===== src/rtl/sweep_pkg.sv =====
// Shared types and constants for the constraint sweep driver and its reference model.
package sweep_pkg;
    typedef enum logic [1:0] {IDLE, ISSUE, WAIT, DONE} state_e;

    // f(v) = (v / REF_DIV) * REF_MUL, truncated to the operand width
    localparam int unsigned REF_DIV = 15;
    localparam int unsigned REF_MUL = 7;

    // A full sweep counts 2**w hits, so the counter needs one extra bit.
    function automatic int unsigned cnt_width(input int unsigned w);
        return w + 1;
    endfunction
endpackage


===== src/rtl/constraint_ref_model.sv =====
// Combinational reference for the constraint: x = |(((v / 15) * 7) truncated to W).
module constraint_ref_model
    import sweep_pkg::*;
#(
    parameter int W = 8
) (
    input  logic [W-1:0] v_i,
    output logic         x_o
);
    logic [W-1:0] quot;
    logic [W-1:0] prod;

    always_comb begin
        quot = v_i / W'(REF_DIV);
        prod = quot * W'(REF_MUL);
        x_o  = |prod;
    end
endmodule


===== src/rtl/constraint_sweep_driver.sv =====
// Walks candidates lo..hi through an external constraint cell and tallies its verdicts.
// Optional SWEEP_SELF_CHECK_EN adds a reference model and a mismatch_cnt_o output.
module constraint_sweep_driver
    import sweep_pkg::*;
#(
    parameter int W  = 8,
    parameter int CW = cnt_width(W)
) (
    input  logic          clk,
    input  logic          rst,
    input  logic          start_i,
    input  logic          abort_i,
    input  logic [W-1:0]  lo_i,
    input  logic [W-1:0]  hi_i,
    output logic [W-1:0]  cand_o,
    output logic          cand_vld_o,
    input  logic          sat_i,
    input  logic          sat_vld_i,
    output logic          busy_o,
    output logic          done_o,
    output logic [CW-1:0] sat_cnt_o,
    output logic          any_o,
    output logic [W-1:0]  first_o,
    output logic [W-1:0]  last_o
`ifdef SWEEP_SELF_CHECK_EN
    ,
    output logic [CW-1:0] mismatch_cnt_o
`endif
);
    state_e        state_q, state_d;
    logic [W-1:0]  cand_q, cand_d;
    logic [W-1:0]  hi_q, hi_d;
    logic [CW-1:0] cnt_q, cnt_d;
    logic          any_q, any_d;
    logic [W-1:0]  first_q, first_d;
    logic [W-1:0]  last_q, last_d;

`ifdef SWEEP_SELF_CHECK_EN
    logic [CW-1:0] mm_q, mm_d;
    logic          ref_x;

    constraint_ref_model #(.W(W)) u_ref (
        .v_i (cand_q),
        .x_o (ref_x)
    );
`endif

    always_comb begin
        state_d = state_q;
        cand_d  = cand_q;
        hi_d    = hi_q;
        cnt_d   = cnt_q;
        any_d   = any_q;
        first_d = first_q;
        last_d  = last_q;
`ifdef SWEEP_SELF_CHECK_EN
        mm_d    = mm_q;
`endif
        // Abort wins over everything, including a same-cycle start; results are kept.
        if (abort_i) begin
            state_d = IDLE;
        end else begin
            case (state_q)
                IDLE: if (start_i) begin
                    cnt_d   = '0;
                    any_d   = 1'b0;
                    first_d = '0;
                    last_d  = '0;
                    hi_d    = hi_i;
                    cand_d  = lo_i;
`ifdef SWEEP_SELF_CHECK_EN
                    mm_d    = '0;
`endif
                    state_d = (lo_i > hi_i) ? DONE : ISSUE;
                end
                ISSUE: state_d = WAIT;
                WAIT: if (sat_vld_i) begin
                    if (sat_i) begin
                        cnt_d  = cnt_q + 1'b1;
                        last_d = cand_q;
                        if (!any_q) first_d = cand_q;
                        any_d  = 1'b1;
                    end
`ifdef SWEEP_SELF_CHECK_EN
                    if (sat_i != ref_x) mm_d = mm_q + 1'b1;
`endif
                    // Stop on equality so hi = all-ones never wraps cand.
                    if (cand_q == hi_q) begin
                        state_d = DONE;
                    end else begin
                        cand_d  = cand_q + 1'b1;
                        state_d = ISSUE;
                    end
                end
                DONE: state_d = IDLE;
                default: state_d = IDLE;
            endcase
        end
    end

    always_ff @(posedge clk or posedge rst) begin
        if (rst) begin
            state_q <= IDLE;
            cand_q  <= '0;
            hi_q    <= '0;
            cnt_q   <= '0;
            any_q   <= 1'b0;
            first_q <= '0;
            last_q  <= '0;
`ifdef SWEEP_SELF_CHECK_EN
            mm_q    <= '0;
`endif
        end else begin
            state_q <= state_d;
            cand_q  <= cand_d;
            hi_q    <= hi_d;
            cnt_q   <= cnt_d;
            any_q   <= any_d;
            first_q <= first_d;
            last_q  <= last_d;
`ifdef SWEEP_SELF_CHECK_EN
            mm_q    <= mm_d;
`endif
        end
    end

    assign cand_o     = cand_q;
    assign cand_vld_o = (state_q == ISSUE);
    assign busy_o     = (state_q != IDLE);
    assign done_o     = (state_q == DONE);
    assign sat_cnt_o  = cnt_q;
    assign any_o      = any_q;
    assign first_o    = first_q;
    assign last_o     = last_q;
`ifdef SWEEP_SELF_CHECK_EN
    assign mismatch_cnt_o = mm_q;
`endif
endmodule

===== config.mk =====
export PLATFORM = sky130hd
export DESIGN_NAME = constraint_sweep_driver
export DESIGN_NICKNAME = d
export VERILOG_FILES = /design/src/rtl/sweep_pkg.sv /design/src/rtl/constraint_ref_model.sv /design/src/rtl/constraint_sweep_driver.sv
export SDC_FILE = /design/constraint.sdc
export NUM_CORES = 1
export LEC_CHECK = 0
export CAP_MARGIN = 20
export CORE_ASPECT_RATIO = 0.7
export CORE_MARGIN = 1.5
export CORE_UTILIZATION = 53
export DETAILED_ROUTE_END_ITERATION = 7
export GPL_TIMING_DRIVEN = 0
export PLACE_DENSITY = 0.91
export SLEW_MARGIN = 20
export SYNTH_ARGS = -nofsm -noshare
export SYNTH_HDL_FRONTEND = slang
export SYNTH_SLANG_ARGS = --single-unit

===== constraint.sdc =====
create_clock -name clk -period 2.9 [get_ports clk]
set_input_delay 0.435 -clock clk [delete_from_list [all_inputs] [get_ports clk]]
set_output_delay 0.435 -clock clk [all_outputs]
set_load 0.1 [all_outputs]

==> impl_metrics.yaml, run 1 <==
outcome:
  outcome: "finished, final reports clean"
pwr:
  intPower_mw: 1.469
  seq_power_share_pct: 31.6
  p_leak_nw: 1.371
  swShare_pct: 49.53
  irDropWorstVdd_uv: 665.9
  power.density_nw_per_um2: 928.9
  share_comb_of_total_power_pct: 49.3
  pwr-share-clk_pct: 19.1
  power_switching_mw: 1.441
timing:
  slew_headroom_pct: 33.46
  fin_tns_setup_ns: 0
  rsz0062_at_grt: "no"
  setup_viol: 0
  slew_viol_final: 0
  fin_crit_sh_pct: 89.98
  max_freq_ghz: 0.3832
  fin_crit_ns: 2.610
  finalHoldViolCount: 0
  worst_slew_pin_slew_ns: 0.9950
  final.setup_skew_ns: 0.008310
worst_setup_path:
  worst_setup_path_end_kind: "primary output"
  crit_fanout: 8
  crit_chain: "nor2_1, inv_1, clkdlybuf4s50_1"
  cpMaxStageDelayCell: "clkdlybuf4s50_1"
  cp_top_family: "buffers and inverters"
  start_kind: "flop"
  reg2reg_depth: 6
  rr_endpoint: "cand_o[2]"
  cp_num_buf_inv: 2
  reg2reg_slack_ns: 1.06
  cp_slowest_stage_delay_ns: 1.13
  crit_start: "state_q[0]"
  endpoint: "busy_o"
  worstPathRequired_ns: 2.47
  arrival_ns: 2.17
  crit-reg2reg-launch: "cand_o[3]"
  path_class: "flop to primary output"
  cp.depth: 3
floorplanning:
  die_area_um2: 4826
  die_h_um: 58.58
  num_rows: 19
  die_w_um: 82.39
  core_area_um2: 4065
  start_util_pct: 57.53
  ios: 59
min_path:
  hold_class: "input pin to async pin"
route:
  antenna_left: 0
  first_iter_violations: 145
  routed_wl_um: 6052
  vias: 2144
  wire_per_inst_um: 16.72
  viasPerCell: 5.923
  drc: 0
  dr.pass1.iters: 4
clock_network:
  cts_resized: 0
  cts_tree: "built"
  cts.sinks: 44
  clkTransAtPathRegs_ns: 0.09
  cts_root_buf: "clkbuf_8"
  postCtsSetupBuffers: 0
  hold_buffers: 0
  clk_latency_ns: 0.31
  cts.path.max_buffers: 2
  numCtsBuffers: 5
  h-tree-depth: 2
place:
  hpwl_um: 4404
  buffer_ports.inserted: 58
  routabilityCongestion: 0.8339
  place_area_um2: 3004
synthesis:
  yosysTopAreaCell: "dfrtp_1"
  avgSynthCellArea_um2: 9.584
  syn_nets: 276
  ys_seq_area_share_pct: 47.08
  synth-edff-count: 0
  synth-async-reset-ratio_pct: 100.0
  synth.top_cell.area_share_pct: 47.08
  syn-cell-area_um2: 2338
  ys_ff_latch: 44
  synth_ff_type: "dfrtp_1"
  yosysUniqueCellTypes: 36
  yosysWarnings: 0
  synth_area_leaders: "dfrtp_1 (47%), nand2_1 (6.3%), ha_1 (5.4%), o21ai_0 (4.9%), a21oi_1 (3.9%)"
  synthCells: 244
final_layout:
  area_growth_pct: 33.98
  final_cell_mix: "clkdlybuf4s50_1 (58), dfrtp_1 (44), nand2_1 (39)"
  antenna_cells: 0
  fin_nets: 342
  post_route_cells_drive_above_1_share_pct: 10.97
  mostFrequentLayoutCell: "clkdlybuf4s50_1"
  final_area_um2: 3133
  post-route-util_pct: 77.07
run:
  drv_cap: 0
global_route:
  grt_usage_pct: 27.92
  grt_max_degree: 28
  grt_most_used_layer: "met2"
  grt.met1_usage_pct: 39.42
  antenna_found_initial: 0
  overflow: 0
  use_met2_pct: 42.28
  grt_pass1_wl_um: 9867
  grt_pass1_vias: 2031
  grt_util_met3_pct: 6.047
[per-stage QoR]
step / hold WS [ns] / setup slack [ns] / power [mW] / cells
5_1_grt: 0.4837 / 0.1908 / 3.020 / 362
3_5_place_dp: 0.4693 / 0.6507 / 2.336 / 355
2_1_floorplan: 0.5007 / 0.6336 / 1.967 / 244
6_report: 0.4360 / 0.2904 / 2.910 / 362
3_3_place_gp: 0.4643 / 0.5905 / 2.285 / 354
4_1_cts: 0.4596 / 0.3002 / 2.902 / 362
[state kept, by name (all words and copies together) (netlist names)]
register	cells
sat_cnt_o	9
cand_o	8
first_o	8
hi_q	8
last_o	8
state_q	2
any_o	1
[worst min-delay path by stage]
stage,depth (start not counted),to,start,slack [ns]
4_1_cts,2,sat_cnt_o[3],rst,0.46
5_1_grt,2,sat_cnt_o[3],rst,0.48
3_5_place_dp,2,last_o[5],last_o[5],0.47
2_1_floorplan,1,hi_q[2],hi_q[2],0.50
6_report,2,sat_cnt_o[3],rst,0.44
3_3_place_gp,2,first_o[5],first_o[5],0.46
[final cells by class]
type,instances,area [um^2]
buffer,11,77.57
clock inverter,2,60.06
tap,52,65.06
timing repair buffer,59,600.6
sequential,44,1101
clock buffer,5,68.82
fill,275,932.1
multi-input combinational,176,1111
inverter,13,48.80
[power by group through the flow]
stage / logic [mW] / clock network (mW) / registers [mW]
after floorplan: 0.418 / 0 / 1.55
after global placement: 1.38 / 0 / 0.903
after detailed placement: 1.42 / 0 / 0.918
after CTS: 1.44 / 0.554 / 0.913
after global routing: 1.50 / 0.584 / 0.932
final: 1.43 / 0.557 / 0.919
[routing by layer]
| layer | wire [um] | up-vias |
|---|---|---|
| li1 | - | 988 |
| met1 | 2709 | 1024 |
| met2 | 2681 | 112 |
| met3 | 521 | 20 |
| met4 | 139 | 0 |
| met5 | 0 | - |
[cell families after synthesis]
| family | count (synthesis) | synth area share (%) |
|---|---|---|
| xor gates and xnor gates | 10 | 3.745 |
| buffers and inverters | 24 | 5.403 |
| muxes | 10 | 4.709 |
| AOI/OAI and AO/OA | 62 | 16.53 |
| and+or+nand+nor | 84 | 17.17 |
| adders and majority gates | 10 | 5.350 |
| DFF | 44 | 47.08 |
[synthesized netlist by cell type, types with 2 or more instances]
library cell	instances
xor2_1	10
mux2_2	8
o21ai_0	23
buf_2	4
o22ai_1	6
nor2b_1	4
inv_1	12
and2_1	2
nor2_1	12
and3_1	6
o211ai_1	2
ha_1	10
dfrtp_1	44
buf_4	2
o21ai_1	7
a21oi_1	18
mux2i_1	2
nand2_1	39
nand3_1	11
buf_6	3
nand4_1	4
[worst reg2reg max path: stages, from the launching register on]
cell and delay, ns:
dfrtp_1 0.49, xor2_1 0.24, nor4_4 0.41, a31oi_4 0.19, buf_6 0.18, a21oi_1 0.16
a21oi_1 0.05
Power figures use the tool's default switching activity.
==> inputs of run 2 (changes only) <==
- SLEW_MARGIN: 20 -> 10
==> results of run 2 <==
The final DEF is identical to that of run 1; final timing and power are the same.
